===== src/rtl/denoise_top_hls_deadlock_report_ctrl_if.sv =====
// Bundle between the deadlock report sequencer and the per-process detect units / host debug path.
// The master side is the sequencer; the slave side is everything it talks to.
interface denoise_top_hls_deadlock_report_ctrl_if #(
    parameter int PROC_NUM = 4,
    parameter int ID_W     = 2
);
    logic [PROC_NUM-1:0] dl_detect_in_vec;
    logic [PROC_NUM-1:0] token_seen_vec;
    logic                clr_report;
    logic [PROC_NUM-1:0] origin_vec;
    logic                dl_detect_bcast;
    logic                token_clear;
    logic                report_valid;
    logic [PROC_NUM-1:0] report_mask;
    logic [ID_W-1:0]     report_origin;
    logic                report_timeout;

    modport master (
        input  dl_detect_in_vec, token_seen_vec, clr_report,
        output origin_vec, dl_detect_bcast, token_clear,
               report_valid, report_mask, report_origin, report_timeout
    );

    modport slave (
        output dl_detect_in_vec, token_seen_vec, clr_report,
        input  origin_vec, dl_detect_bcast, token_clear,
               report_valid, report_mask, report_origin, report_timeout
    );
endinterface


===== src/rtl/denoise_top_hls_deadlock_report_ctrl.sv =====
// Deadlock report sequencer: filters unit detect flags, elects a round-robin token origin,
// traces the token around the dependency cycle and holds a sticky report until acknowledged.
module denoise_top_hls_deadlock_report_ctrl #(
    parameter int PROC_NUM       = 4,
    parameter int ID_W           = 2,
    parameter int CONFIRM_CYCLES = 4,
    parameter int TRACE_TIMEOUT  = 64
) (
    input  logic clock,
    input  logic reset,
    denoise_top_hls_deadlock_report_ctrl_if.master bus
);

    localparam int CONF_W  = $clog2(CONFIRM_CYCLES + 1);
    localparam int TRACE_W = $clog2(TRACE_TIMEOUT + 1);

    typedef enum logic [1:0] {IDLE, ORIGIN, TRACE, REPORT} state_t;

    state_t              state;
    state_t              state_next;
    logic [CONF_W-1:0]   confirm_cnt;
    logic [TRACE_W-1:0]  trace_cnt;
    logic [ID_W-1:0]     origin_id;
    logic [ID_W-1:0]     last_origin;
    logic [PROC_NUM-1:0] report_mask_q;
    logic                report_timeout_q;

    logic                any_detect;
    logic                confirmed;
    logic                token_ret;
    logic                trace_to;
    logic [ID_W-1:0]     elect_id;
    logic                elect_found;

    assign any_detect = |bus.dl_detect_in_vec;
    assign confirmed  = any_detect && (confirm_cnt == CONF_W'(CONFIRM_CYCLES - 1));
    assign token_ret  = bus.token_seen_vec[origin_id];
    assign trace_to   = (trace_cnt == TRACE_W'(TRACE_TIMEOUT - 1));

    assign bus.report_mask    = report_mask_q;
    assign bus.report_origin  = origin_id;
    assign bus.report_timeout = report_timeout_q;

    // Round-robin pick: first detecting process above last_origin, else wrap and take the lowest.
    always_comb begin
        elect_id    = '0;
        elect_found = 1'b0;
        for (int i = 0; i < PROC_NUM; i++) begin
            if (!elect_found && bus.dl_detect_in_vec[i] && (ID_W'(i) > last_origin)) begin
                elect_id    = ID_W'(i);
                elect_found = 1'b1;
            end
        end
        for (int i = 0; i < PROC_NUM; i++) begin
            if (!elect_found && bus.dl_detect_in_vec[i]) begin
                elect_id    = ID_W'(i);
                elect_found = 1'b1;
            end
        end
    end

    always_ff @(posedge clock) begin
        if (reset) begin
            state <= IDLE;
        end else begin
            state <= state_next;
        end
    end

    always_comb begin
        state_next          = state;
        bus.origin_vec      = '0;
        bus.dl_detect_bcast = 1'b0;
        bus.token_clear     = 1'b0;
        bus.report_valid    = 1'b0;
        case (state)
            IDLE: begin
                if (confirmed) begin
                    state_next = ORIGIN;
                end
            end
            ORIGIN: begin
                bus.origin_vec      = PROC_NUM'(1) << origin_id;
                bus.dl_detect_bcast = 1'b1;
                state_next          = TRACE;
            end
            TRACE: begin
                bus.dl_detect_bcast = 1'b1;
                // The kill must reach the units in the same cycle the return or timeout is seen.
                if (token_ret || trace_to) begin
                    bus.token_clear = 1'b1;
                    state_next      = REPORT;
                end
            end
            REPORT: begin
                bus.dl_detect_bcast = 1'b1;
                bus.report_valid    = 1'b1;
                if (bus.clr_report) begin
                    state_next = IDLE;
                end
            end
            default: state_next = IDLE;
        endcase
    end

    always_ff @(posedge clock) begin
        if (reset) begin
            confirm_cnt      <= '0;
            trace_cnt        <= '0;
            origin_id        <= '0;
            last_origin      <= ID_W'(PROC_NUM - 1);
            report_mask_q    <= '0;
            report_timeout_q <= 1'b0;
        end else begin
            case (state)
                IDLE: begin
                    if (confirmed) begin
                        origin_id        <= elect_id;
                        last_origin      <= elect_id;
                        report_mask_q    <= PROC_NUM'(1) << elect_id;
                        report_timeout_q <= 1'b0;
                        trace_cnt        <= '0;
                        confirm_cnt      <= '0;
                    end else if (any_detect) begin
                        confirm_cnt <= confirm_cnt + CONF_W'(1);
                    end else begin
                        confirm_cnt <= '0;
                    end
                end
                TRACE: begin
                    report_mask_q <= report_mask_q | bus.token_seen_vec;
                    if (trace_cnt != '1) begin
                        trace_cnt <= trace_cnt + TRACE_W'(1);
                    end
                    // A return beats a simultaneous timeout.
                    if (token_ret || trace_to) begin
                        report_timeout_q <= trace_to & ~token_ret;
                    end
                end
                REPORT: begin
                    if (bus.clr_report) begin
                        confirm_cnt <= '0;
                    end
                end
                default: ;
            endcase
        end
    end

endmodule


===== src/flat_wrapper.sv =====
// flat-port wrapper written by rule: the top's interface ports become plain ports
module denoise_top_hls_deadlock_report_ctrl_flat 
#(
    parameter int PROC_NUM       = 4,
    parameter int ID_W           = 2,
    parameter int CONFIRM_CYCLES = 4,
    parameter int TRACE_TIMEOUT  = 64
)
  (clock, reset, bus_dl_detect_in_vec, bus_token_seen_vec, bus_clr_report, bus_origin_vec, bus_dl_detect_bcast, bus_token_clear, bus_report_valid, bus_report_mask, bus_report_origin, bus_report_timeout);
  denoise_top_hls_deadlock_report_ctrl_if #(.PROC_NUM(PROC_NUM), .ID_W(ID_W)) bus_i ();
  input  logic clock;
  input  logic reset;
  input wire logic [$bits(bus_i.dl_detect_in_vec)-1:0] bus_dl_detect_in_vec;
  input wire logic [$bits(bus_i.token_seen_vec)-1:0] bus_token_seen_vec;
  input wire logic [$bits(bus_i.clr_report)-1:0] bus_clr_report;
  output wire logic [$bits(bus_i.origin_vec)-1:0] bus_origin_vec;
  output wire logic [$bits(bus_i.dl_detect_bcast)-1:0] bus_dl_detect_bcast;
  output wire logic [$bits(bus_i.token_clear)-1:0] bus_token_clear;
  output wire logic [$bits(bus_i.report_valid)-1:0] bus_report_valid;
  output wire logic [$bits(bus_i.report_mask)-1:0] bus_report_mask;
  output wire logic [$bits(bus_i.report_origin)-1:0] bus_report_origin;
  output wire logic [$bits(bus_i.report_timeout)-1:0] bus_report_timeout;
  assign bus_i.dl_detect_in_vec = bus_dl_detect_in_vec;
  assign bus_i.token_seen_vec = bus_token_seen_vec;
  assign bus_i.clr_report = bus_clr_report;
  assign bus_origin_vec = bus_i.origin_vec;
  assign bus_dl_detect_bcast = bus_i.dl_detect_bcast;
  assign bus_token_clear = bus_i.token_clear;
  assign bus_report_valid = bus_i.report_valid;
  assign bus_report_mask = bus_i.report_mask;
  assign bus_report_origin = bus_i.report_origin;
  assign bus_report_timeout = bus_i.report_timeout;
  denoise_top_hls_deadlock_report_ctrl #(.PROC_NUM(PROC_NUM), .ID_W(ID_W), .CONFIRM_CYCLES(CONFIRM_CYCLES), .TRACE_TIMEOUT(TRACE_TIMEOUT)) u_core (.clock(clock), .reset(reset), .bus(bus_i));
endmodule

===== config.mk =====
export PLATFORM = sky130hd
export DESIGN_NAME = denoise_top_hls_deadlock_report_ctrl_flat
export DESIGN_NICKNAME = d
export VERILOG_FILES = /design/src/rtl/denoise_top_hls_deadlock_report_ctrl_if.sv /design/src/rtl/denoise_top_hls_deadlock_report_ctrl.sv /design/src/flat_wrapper.sv
export SDC_FILE = /design/constraint.sdc
export NUM_CORES = 1
export LEC_CHECK = 0
export ABC_AREA = 1
export CORE_UTILIZATION = 41
export DETAILED_ROUTE_END_ITERATION = 10
export DONT_BUFFER_PORTS = 1
export SLEW_MARGIN = 20
export SYNTH_ARGS = -nofsm -noshare
export SYNTH_HDL_FRONTEND = slang
export SYNTH_SLANG_ARGS = --single-unit

===== constraint.sdc =====
create_clock -name clock -period 2.55 [get_ports clock]
set_input_delay 0.51 -clock clock [delete_from_list [all_inputs] [get_ports clock]]
set_output_delay 0.51 -clock clock [all_outputs]
set_load 0.01 [all_outputs]

## After elaboration in Yosys (flattened, before gate mapping)

Index checks and enable logic that the tools add are counted.
W data, S select, Z words.

- Bits in registers: 21

- $add $sub $neg: 2
- Order comparisons: 5
- Eq/ne operators: 10
- Shift-type cells: 2
- Muxes and demuxes: 37
- Bitwise operators: 3
- Reductions and logical operators: 31

Operator list:

| kind | count |
|---|---|
| $mux W2 | 9 |
| $mux W1 | 15 |
| $mux W7 | 2 |
| $pmux W7 S2 | 1 |
| $logic_and A1 B1 Y1 | 12 |
| $mux W3 | 3 |
| $reduce_and A3 Y1 | 3 |
| $mux W4 | 2 |
| $pmux W2 S4 | 1 |
| $pmux W4 S2 | 1 |
| $shl A1 B2 Y4 const A | 2 |
| $add A7 B1 Y7 const B | 1 |
| $eq A7 B6 Y1 const B | 1 |
| $logic_not A1 Y1 | 7 |
| $ne A7 B7 Y1 const B | 1 |
| $ne A2 B1 Y1 const B | 3 |
| $pmux W3 S2 | 1 |
| $reduce_and A2 Y1 | 3 |
| $eq A2 B2 Y1 const B | 2 |
| $gt A1 B2 Y1 const A | 2 |
| $gt A2 B2 Y1 const A | 2 |
| $or A4 B4 Y4 | 1 |
| $reduce_bool A2 Y1 | 2 |
| $reduce_or A4 Y1 | 1 |
| other kinds (12) | 12 |

## Depth between registers and ports, before layout

Gate-level depths: netlist of run 1.

- Depth after elaboration: 30
- Depth in mapped cells: 10
- Mapped depth without buffers: 10

## Worst setup path after synthesis of run 1

OpenSTA, ideal clock, no wires.

- Path type: flip-flop to output port
- Start point: register u_core.trace_cnt[0]
- End point: output port bus_token_clear
- Arrival time: 1.068 ns
- Data required time: 2.040 ns
- Path slack: 0.972 ns
- Stages on the path, launching flop included: 8
- Buffers on the path: 0
- Cell sequence: dfxtp_1 -> ha_1 -> nand3_1 -> nor2_1 -> nand2_1 -> nand2_1 -> nand2_1 -> inv_1

- Cells in the longest elaborated chain, start to end: 4

RTL lines:

| what | line | source |
|---|---|---|
| start, declared | denoise_top_hls_deadlock_report_ctrl.sv:22 | `logic [TRACE_W-1:0] trace_cnt;` |
| start signal, assigned | denoise_top_hls_deadlock_report_ctrl.sv:133 | `trace_cnt <= trace_cnt + TRACE_W'(1);` |
| $eq A7 B6 Y1 | denoise_top_hls_deadlock_report_ctrl.sv:38 | `assign trace_to = (trace_cnt == TRACE_W'(TRACE_TIMEOUT - 1));` |
| $logic_or A1 B1 Y1 | denoise_top_hls_deadlock_report_ctrl.sv:90 | `if (token_ret \|\| trace_to) begin` |
| $mux W1 | denoise_top_hls_deadlock_report_ctrl.sv:90 |  |
| $mux W1 | denoise_top_hls_deadlock_report_ctrl.sv:76 | `case (state)` |
| end, declared | flat_wrapper.sv:18 | `output wire logic [$bits(bus_i.token_clear)-1:0] bus_token_clear;` |

No other way between the ends.

## Final worst setup path of run 1

Same ends and word-level chain as after synthesis.

==> impl.org, run 1 <==
** Final layout
- Total area of multi-input combinational cells :: 777.0 um^2
- Register Area :: 420.4 um^2
- Number of antenna diodes :: 0
- Share of cells above drive strength 1 :: 5.366%
- The layout has 335 filler cells.
- Number of nets in the finished design :: 225
- Compared with the post-synthesis result, the final layout area differs by 5.449%.

** Worst setup path
- Traced cell by cell, the critical path runs through ha_1 > nand3_1 > nor2_1 > nand2_1 > nand2_1 > nand2_1 > inv_1.
- Critical path capture point type :: output pin
- Reg2Reg Setup Slack :: 720 ps
- In this run the critical register-to-register path is launched from u_core.state[0].
- For this design, the slowest cell found on the critical path is sky130_fd_sc_hd__dfxtp_1.
- STA classifies the critical path startpoint as a flop.
- The cell that appears most often on the critical path is sky130_fd_sc_hd__nand2_1.
- The largest single stage delay on the critical path is 440 ps.
- Worst Setup SP :: u_core.trace_cnt[0]
- At the worst endpoint, the required time is 2040 ps.
- In this run the worst path has a maximum fanout of 5.
- Worst EP arrival :: around 1700 ps
- Critical path class :: reg -> out

** Min path
- Launch point of the worst hold path :: reset
- Worst hold path class :: in -> reg

** Routing
- Remaining DRCs :: 0
- Post-DR vias/cell :: approximately 5
- Antenna-violating nets left :: 0
- Via total after detailed routing :: 1,246
- In the final routed layout, each cell accounts on average for 11.83 um.
- Sum of routed wire length over all layers :: 2945 um
- Number of DRC violations after detailed-routing iteration 0 :: 59
- First-pass DRT Iterations :: 4

** Clocking
- Clock latency on the worst-skew pair, taken at its later pin, is 310 ps.
- In this run, post-CTS repair resized a total of 0 instances.
- Clock input transition at the sequential cells of the worst setup and hold paths :: 130 ps
- Max H-tree Level :: 1
- Clk buf depth :: 2
- Cts-stage hold buffer count :: 0
- In this run the post-CTS setup repair buffer count came out at 0.
- Clk root buf :: sky130_fd_sc_hd__clkbuf_4
- Clock tree sinks :: 21
- TritonCTS created 3 clock buffers.
- Clock tree from TritonCTS :: built

** GRT
- Total GRT Usage :: about 18%
- Summed over all layers, the global routing overflow is 0.
- Initial antenna violation count :: 0
- Pin count of the biggest net entering global routing :: 14
- The first global-routing pass estimated 4781 um of wire.
- Vias in the first global route :: 1,125

** Logic synthesis
- Dividing the synthesized area by the synthesized cell count gives ~6.4 um^2.
- The most used flip-flop cell after synthesis is sky130_fd_sc_hd__dfxtp_1.
- Post-Syn Nets :: approximately 220
- Count of distinct cell types in the synthesized netlist :: 23
- Number of flops mapped to enable cells by yosys :: 0
- Synth async-reset ratio :: 0%
- Counting flops and latches in the post-synthesis netlist gives 21.
- Summing every instance area after synthesis gives roughly 1300 um^2.
- Syn Inst Count :: 203
- Yosys warning count :: 0
- For this run, the register share of the synthesized area comes to 32.12%.

** Pwr
- P per Cell Area :: 538.8 nW/um^2
- Worst vdd ir :: 214.5 uV
- Total power after layout :: 0.7436 mW
- Leakage dissipation :: 0.6107 nW

** Floorplanning
- Width of the die :: between 50 and 60 um
- Placement Rows :: 20
- The die is 58.50 um tall.
- For this configuration, the core starts out at a cell density of 42.87%.
- Core box area :: approximately 3100 um^2
- The die covers 3422 um^2.
- Pin placement for this block handled 25 I/O pins.

** Timing
- Timing would allow up to about 460 MHz.
- Final hold violation count :: 0
- Setup violations remaining at the end of the flow were counted as 0.
- Worst hold margin :: 251.1 ps
- After routing, the total negative slack on setup checks comes to 0 ps.
- The final max-slew violation count came to 0.
- The routed design could run at a clock period as short as 2167 ps.
- Measured against its own limit, the worst slew margin works out to about three quarters.
- Setup repair after global routing missed its margin :: false
- Max Clock Skew :: 5.715 ps
- Dividing the final minimum period by the clock period gives 84.98%.
- For the pin with the worst max-slew slack, the measured transition is ~360 ps.

** Run status
- The run finished with clean final reports.

** Placement
- Detailed-placement wirelength estimate :: ~2300 um
- The congestion estimate from routability-driven global placement came to between 0.9 and 1.
- Port Buf Inserts :: 0

** Job
- Max-Cap Viols :: 0
==> layout by cell type, fill, tap and decap left out, types with 2 or more instances in the layout <==
cell	instances
sky130_fd_sc_hd__nor2_1	36
sky130_fd_sc_hd__inv_1	24
sky130_fd_sc_hd__clkbuf_4	3
sky130_fd_sc_hd__nand3_1	7
sky130_fd_sc_hd__o21ai_0	9
sky130_fd_sc_hd__dfxtp_1	21
sky130_fd_sc_hd__ha_1	8
sky130_fd_sc_hd__nand4_1	2
sky130_fd_sc_hd__nand2_1	54
sky130_fd_sc_hd__xor2_1	3
sky130_fd_sc_hd__nor3_1	5
sky130_fd_sc_hd__a21oi_1	22
==> synthesized netlist by cell type (2+ instances only) <==
cell	number	area [um^2]
sky130_fd_sc_hd__nand3_1	7	35.03
sky130_fd_sc_hd__nor3_1	5	25.02
sky130_fd_sc_hd__ha_1	8	100.1
sky130_fd_sc_hd__a21oi_1	22	110.1
sky130_fd_sc_hd__nand4_1	2	12.51
sky130_fd_sc_hd__o21ai_0	9	45.04
sky130_fd_sc_hd__nand2_1	54	202.7
sky130_fd_sc_hd__nor2_1	36	135.1
sky130_fd_sc_hd__inv_1	24	90.09
sky130_fd_sc_hd__xor2_1	3	26.28
sky130_fd_sc_hd__dfxtp_1	21	420.4
==> area by class of cell <==
cell class	instances	area share (%)
clock buffer	3	1.632
clock inverter	1	0.3626
inverter	26	7.253
multi-input combinational	154	56.30
sequential	21	30.46
tap	44	3.989
==> registers in the layout, indices dropped and copies added (netlist names) <==
name and cells:
u_core.trace_cnt 7, u_core.confirm_cnt 3, u_core.last_origin 2, u_core.bus.report_timeout 1, u_core.state 2, u_core.bus.report_mask 4
u_core.bus.report_origin 2
==> logic make-up (layout without fill, tap and decap cells) <==
kind of cell    after synthesis  after routing  synth area share [%]
compound gates               34             34                 14.25
simple gates                108            108                 34.80
xor+xnor                      4              4                 2.677
flops                        21             21                 32.12
buf+inv                      28             30                 8.509
fa+ha+maj                     8              8                 7.648
==> worst max-delay path: cells and delay by family, from the launching register on <==
family	cells	cell delay (ps)
simple gates	5	570
flops	1	440
fa+ha+maj	1	240
buf+inv	1	110
==> where the power goes <==
group | switching, mW | leakage (nW) | internal (mW) | total (mW)
clock | 0.107 | 0.0177 | 0.0585 | 0.166
sequential | 0.0286 | 0.170 | 0.358 | 0.387
combinational | 0.123 | 0.423 | 0.0677 | 0.191
==> worst paths after layout <==
path,cells past startpoint,endpoint
setup / recovery,7,bus_token_clear
hold / removal,1,u_core.trace_cnt[2]
setup reg to reg,8,u_core.trace_cnt[3]
hold reg to reg,2,u_core.confirm_cnt[1]
==> metrics by stage <==
| step | utilization, % | cells | worst slack, ps | cell area [um^2] |
|---|---|---|---|---|
| after floorplan | - | 203 | 971.7 | 1309 |
| after global routing | 45.20 | 249 | 247.3 | 1380 |
| after CTS | 45.20 | 249 | 389.7 | 1380 |
| after global placement | 44.30 | 245 | 736.2 | 1353 |
| after detailed placement | 44.30 | 245 | 754.6 | 1353 |
| final | 45.20 | 249 | 383.1 | 1380 |
==> per-layer routing <==
metal  vias to the layer above  share of wire (%)  GRT usage [%]
met3                         2                6.3          4.396
met4                         0               0.61          6.122
met1                       561                 51          24.32
li1                        652                  -              -
met2                        31                 42          28.74
met5                         -                  0              0
Note: power is estimated with default switching activity, not from simulation.
==> run 2, diff against run 1 <==
Clock period 2.55 ns to 1.9 ns, I/O delays scaled along.
==> impl.org, run 2 (synthesis results as in run 1) <==
** Run status
- Status :: finished, final reports clean

** GRT
- Total GRT Usage :: 17.93% (-0.25 points)
- Vias in the first global route :: 1,117 (-0.71%)
- Initial antenna violation count :: 0 (unchanged)
- The global route total overflow came to 0 (unchanged).
- The largest net degree at the start of global routing is 14 (unchanged).
- Global-route wire length before repair :: 4740 um (-0.86%)

** Routing
- Sum of routed wire length over all layers :: 2849 um (-3.3%)
- Via total after detailed routing :: 1,241 (-0.40%)
- Post-DR vias/cell :: 4.905 (-2.0%)
- Number of DRC violations after detailed-routing iteration 0 :: 71 (+20%)
- The post-detailed-route wirelength per cell came to 11.26 um (-4.8%).
- The count of nets left with antenna violations after detail routing came to 0 (unchanged).
- The number of detailed-routing iterations run before antenna repair was 5 (+1).
- Remaining DRCs :: 0 (unchanged)

** Final layout
- From synthesis to final layout, the design area changed by 10.04%.
- In the layout the commonest cells are sky130_fd_sc_hd__nand2_1, sky130_fd_sc_hd__nor2_1, sky130_fd_sc_hd__inv_1.
- Number of filler instances in the final layout :: 318 (-5.1%)
- Number of nets in the finished design :: 229 (+1.8%)
- The proportion of layout cells with a drive suffix above 1 is 11.00% (+5.6 points).
- The area of combinational cells with multiple inputs was 799.5 um^2 (+2.9%).
- More flip-flops sit in one register than any other, and that register is u_core.trace_cnt.
- Most common cell after layout, fill and taps aside :: sky130_fd_sc_hd__nand2_1
- Flip-flop count of the largest register, all copies and words added :: 7 (unchanged)
- Register Area :: 429.2 um^2 (+2.1%)
- Number of antenna diodes :: 0 (unchanged)

** Timing
- Static timing analysis puts the maximum clock frequency at 555.8 MHz.
- Slew Viols, Final :: 0 (unchanged)
- The post-route clock skew is 3.848 ps (-1.867 ps).
- Max transition margin :: 75.72% (about the same)
- Setup repair after global routing missed its margin :: false
- Final hold violation count :: 0 (unchanged)
- Final setup violating endpoints :: 0 (unchanged)
- Share of the clock period used by the worst path after layout :: 94.69%
- The transition time at the pin with the least slew margin was 361.4 ps (+0.1526 ps).
- Setup TNS :: 0 ps (unchanged)
- Worst hold margin :: 113.4 ps (-137.7 ps)
- Counting I/O delays and the setup requirement, the final critical path takes 1799 ps.

** Pwr
- P per Cell Area :: 704.1 nW/um^2 (+31%)
- Worst vdd ir :: 239.4 uV (+12%)
- Leakage dissipation :: 0.6257 nW (+2.5%)

** Placement
- The number of buffers inserted by port buffering is 0 (unchanged).
- The half-perimeter wire length of the detailed placement result was 2194 um (-4.8%).
- Routability cong. :: 0.8683 (-7.4%)

** Floorplanning
- Core box area :: 3053 um^2 (unchanged)
- Area of the die :: 3422 um^2 (unchanged)
- Ports placed on the boundary :: 25 (unchanged)
- Height of the die :: 58.50 um (unchanged)
- The starting density of the core was 42.87% (unchanged).
- Placement Rows :: 20 (unchanged)
- The x dimension of the die came to 58.50 um (unchanged).

** Worst setup path
- Chain of cells forming the critical path :: ha_4 > nand3_1 > nor2_2 > nand2_2 > nand2_2 > nand2_1 > inv_2
- Launching element type of the critical path :: flop
- Critical path capture point type :: output pin
- The peak per-stage delay on the critical path came to 390 ps (-50 ps).
- Worst EP arrival :: 1420 ps (-240 ps)
- Counting stages on the worst path, the most repeated cell is sky130_fd_sc_hd__nand2_2.
- Req. time, crit path :: 1520 ps (-520 ps)
- Worst path slowest cell :: sky130_fd_sc_hd__dfxtp_4
- The largest fanout on the critical path came to 3 (-2).
- Critical path class :: reg -> out

** Clocking
- The clock-pin slew on the worst setup and hold paths is 130 ps (about the same).
- Clock tree from TritonCTS :: built
- The number of buffers inserted during clock tree synthesis was 3 (unchanged).
- The clock latency of the later-clocked register in the worst-skew pair is 310 ps (about the same).
- Cts-stage hold buffer count :: 0 (unchanged)
- Clk root buf :: sky130_fd_sc_hd__clkbuf_4
- Clk buf depth :: 2 (unchanged)
- The number of H-tree branching levels came to 1 (unchanged).
- The number of clock sinks seen by CTS is 21 (unchanged).

** Job
- The reported max-cap violation count is 0 (unchanged).

** Min path
- The min-delay analysis places its worst path in the category in -> reg.
==> run 2: cell types whose count changed in the layout (fill, tap and decap cells not counted), sizes merged <==
cell | before | now
clkinv | 1 | 0
clkbuf | 3 | 4
buf | 0 | 4
==> run 2: area by class of cell <==
| class | instances | share of cell area (%) |
|---|---|---|
| clock buffers | 4 | 1.825 |
| flip-flops and latches | 21 | 29.80 |
| multi-input cells | 154 | 55.52 |
| inverters | 26 | 6.950 |
| repair buffers | 4 | 2.085 |
| well taps | 44 | 3.823 |
==> run 2: worst paths after layout <==
check / start / endpoint / slack (ps) / cells past startpoint
hold / removal: reset / u_core.bus.report_origin[0] / 110 / 1
setup reg to reg: u_core.state[0] / u_core.trace_cnt[5] / 310 / 8
setup / recovery: u_core.trace_cnt[1] / bus_token_clear / 100 / 7
hold reg to reg: u_core.confirm_cnt[2] / u_core.confirm_cnt[2] / 470 / 2
==> run 2: critical path: cells and delay by family, from the launching register on <==
family	cells	cell delay, ps
simple gates	5	520
flops	1	390
fa+ha+maj	1	140
buf+inv	1	70
==> run 2: metal layers <==
metal	wire [um]	track usage, %
met1	1352	22.25
met2	1300	30.05
met3	176	5.495
met4	19	5.102
met5	0	0
==> run 2: where the power goes <==
| part | internal, mW | switching (mW) | leakage [nW] |
|---|---|---|---|
| Combinational | 0.0967 | 0.168 | 0.438 |
| Sequential | 0.482 | 0.0379 | 0.172 |
| Clock | 0.0820 | 0.148 | 0.0150 |
| Total | 0.661 | 0.353 | 0.626 |
==> run 2: per-stage QoR <==
stage          std cells  power [mW]  util, %  worst slack (ps)  area [um^2]
6_report             253       1.014    47.17             100.9         1440
2_1_floorplan        203      0.7342        -             451.7         1309
3_5_place_dp         246      0.7857    44.55             298.3         1360
4_1_cts              250       1.008    45.53            0.4735         1390
5_1_grt              253       1.083    47.17            0.3526         1440
3_3_place_gp         246      0.7754    44.55             280.7         1360
==> run 2: repair_timing <==
item                                    in CTS  in global routing
endpoints found under the setup margin       1                  1
pin swaps                                    0                  2
setup buffers                                0                  3
gates resized for setup                      2                 10
==> run 3, diff against run 2 <==
Settings changed: CORE_UTILIZATION 41 to 35, CTS_BUF_LIST set to sky130_fd_sc_hd__clkbuf_8 sky130_fd_sc_hd__clkbuf_16.
==> impl.org, run 3 (synthesis results as in run 1) <==
** Final layout
- The number of standard cells in the layout, taps in and fillers out came to 253 (unchanged).
- The flip-flop count of the largest register after layout came to 7 (unchanged).
- Leaving out fill and tap cells, the most frequent cell in the layout is sky130_fd_sc_hd__nand2_1.
- Share of cells above drive strength 1 :: 8.696% (-2.3 points)
- Number of antenna diodes :: 0 (unchanged)
- Leading cell types in the layout, fill and taps excluded :: sky130_fd_sc_hd__nand2_1, sky130_fd_sc_hd__nor2_1, sky130_fd_sc_hd__inv_1
- The post-layout net count is 227 (-0.87%).
- The synthesis-to-layout area growth came to 9.943% (about the same).
- Register with the most flip-flops :: u_core.trace_cnt
- Number of filler instances in the final layout :: 359 (+13%)

** Floorplanning
- The area inside the core boundary came to 3468 um^2 (+14%).
- The top-level port count is 25 (unchanged).
- Placement Rows :: 21 (+5.0%)
- Initial cell density of the core :: 37.73% (-5.1 points)
- Area of the die :: 3988 um^2 (+17%)
- Height of the die :: 63.15 um (+7.9%)
- The x dimension of the die is 63.15 um (+7.9%).

** Worst setup path
- In this run the critical register-to-register path is captured at u_core.trace_cnt[0].
- The register-to-register path setup slack is 280 ps (-30 ps).
- The data arrival time at the worst-slack endpoint came to 1390 ps (-30 ps).
- The critical path required time was 1520 ps (about the same).
- The worst setup path is launched from a flop.
- Worst reg-to-reg path cell count :: 7 (-1)
- The worst setup path is captured at an output pin.
- Critical path class :: reg -> out
- Largest fanout on the critical path :: 5 (+2)
- Startpoint of the most critical register-to-register path :: u_core.state[0]

** GRT
- Grt ovf :: 0 (unchanged)
- The number of antenna violations at the first check in global routing is 0 (unchanged).
- The number of global-route vias before repair is 1,053 (-5.7%).
- Global-route wire length before repair :: 4705 um (-0.74%)
- Pin count of the biggest net entering global routing :: 14 (unchanged)
- The combined global-route utilization of all metal layers is 15.06% (-2.9 points).

** Placement
- Detailed-placement wirelength estimate :: 2134 um (-2.7%)
- The final estimated routing congestion in global placement came to 0.8062 (-7.2%).
- The number of buffers inserted by port buffering came to 0 (unchanged).
- The cell count after placement was 249 (+1.2%).

** Pwr
- Leakage dissipation :: 0.6283 nW (+0.42%)
- P per Cell Area :: 746.5 nW/um^2 (+6.0%)
- The maximum VDD drop is 219.5 uV (-8.3%).

** Routing
- First-pass DRT Iterations :: 4 (-1)
- Via total after detailed routing :: 1,220 (-1.7%)
- The count of nets left with antenna violations after detail routing is 0 (unchanged).
- The routed via count divided by cell count is 4.822 (-1.7%).
- Sum of routed wire length over all layers :: 2873 um (+0.84%)
- Remaining DRCs :: 0 (unchanged)
- The DRC marker count from the first detailed-route iteration was 77 (+8.5%).
- The post-detailed-route wirelength per cell was 11.36 um (+0.84%).

** Min path
- In this run the most critical hold path is launched from reset.
- The hold-critical path depth is 1 (unchanged).
- Worst hold path class :: in -> reg
- The worst hold path terminates at u_core.state[0].

** Timing
- The worst slew margin relative to its limit was 76.25% (+0.52 points).
- Worst hold margin :: 177.6 ps (+64.23 ps)
- The count of final setup violators came to 0 (unchanged).
- Setup repair after global routing missed its margin :: false
- The post-route clock skew came to 1.594 ps (-2.254 ps).
- Slew Viols, Final :: 0 (unchanged)
- Crit path time final :: 1769 ps (-29.78 ps)
- The sum of negative setup slack is 0 ps (unchanged).
- The achievable clock frequency is 565.2 MHz (+1.7%).
- Share of the clock period used by the worst path after layout :: 93.12% (-1.6 points)
- Transition time at the pin with the least slew margin :: 352.6 ps (-8.793 ps)
- Final hold violation count :: 0 (unchanged)

** Clocking
- The cell sitting at the root of the clock tree is a sky130_fd_sc_hd__clkbuf_8.
- Max H-tree Level :: 1 (unchanged)
- TritonCTS built the clock tree.
- The number of buffers inserted during clock tree synthesis is 3 (unchanged).
- The clock-pin slew on the worst setup and hold paths came to 80 ps (-50 ps).
- The number of clock sinks seen by CTS is 21 (unchanged).
- The clock latency of the later-clocked register in the worst-skew pair is 260 ps (-50 ps).
- Setup repair bufs after CTS :: 0 (unchanged)
- The buffer levels on the longest clock path was 2 (unchanged).

** Run status
- Status :: finished, final reports clean

** Job
- Max-Cap Viols :: 0 (unchanged)
## run 3: cell types whose count changed in the layout (fill, tap and decap cells not counted), sizes merged
cell	previous run	this run
buf	4	2
clkbuf	4	3
clkinv	0	1
## run 3: worst max path at each step
stage                              startpoint         endpoint  slack [ps]  depth (start not counted)
after floorplan           u_core.trace_cnt[0]  bus_token_clear         450                          7
after global placement    u_core.trace_cnt[0]  bus_token_clear         250                          7
after detailed placement  u_core.trace_cnt[0]  bus_token_clear         300                          7
after CTS                 u_core.trace_cnt[0]  bus_token_clear           3                          7
after global routing      u_core.trace_cnt[0]  bus_token_clear          30                          7
final                     u_core.trace_cnt[0]  bus_token_clear         130                          7
## run 3: area by class of cell
| type | instances | area, um^2 | share of cell area, % |
|---|---|---|---|
| multi-input cells | 154 | 794.5 | 55.22 |
| clock inverters | 1 | 5.005 | 0.3478 |
| flip-flops and latches | 21 | 425.4 | 29.57 |
| repair buffers | 2 | 15.01 | 1.043 |
| well taps | 46 | 57.56 | 4.000 |
| clock buffers | 3 | 41.29 | 2.870 |
| inverters | 26 | 100.1 | 6.957 |
## run 3: critical path: stages (launching register included)
cell	delay, ps
sky130_fd_sc_hd__dfxtp_4	390
sky130_fd_sc_hd__ha_4	150
sky130_fd_sc_hd__nand3_1	100
sky130_fd_sc_hd__nor2_2	180
sky130_fd_sc_hd__nand2_2	90
sky130_fd_sc_hd__nand2_1	80
sky130_fd_sc_hd__nand2_1	50
sky130_fd_sc_hd__inv_1	90
## run 3: power by group
group	total (mW)	internal [mW]	switching, mW
Sequential	0.520	0.482	0.0381
Combinational	0.261	0.0931	0.168
Clock	0.293	0.146	0.147
Total	1.07	0.721	0.353
## run 3: through the flow
stage | util, % | power (mW) | worst slack, ps | cell area (um^2)
6_report | 41.49 | 1.074 | 130.7 | 1439
5_1_grt | 41.49 | 1.156 | 29.36 | 1439
4_1_cts | 40.84 | 1.085 | 3.226 | 1416
3_5_place_dp | 39.50 | 0.7864 | 303.8 | 1370
3_3_place_gp | 39.50 | 0.7838 | 251.4 | 1370
2_1_floorplan | - | 0.7342 | 451.7 | 1309
## run 3: per-layer routing
metal,global-route usage [%],wire [um]
met5,0,0
met4,6.105,32
met3,4.348,205
met2,23.39,1235
met1,19.32,1400
## run 3: what timing repair did
item | in CTS | in global routing
hold endpoints to repair | 0 | 0
gates resized for setup | 0 | 7
endpoints found under the setup margin | 0 | 1
hold buffers | 0 | 0
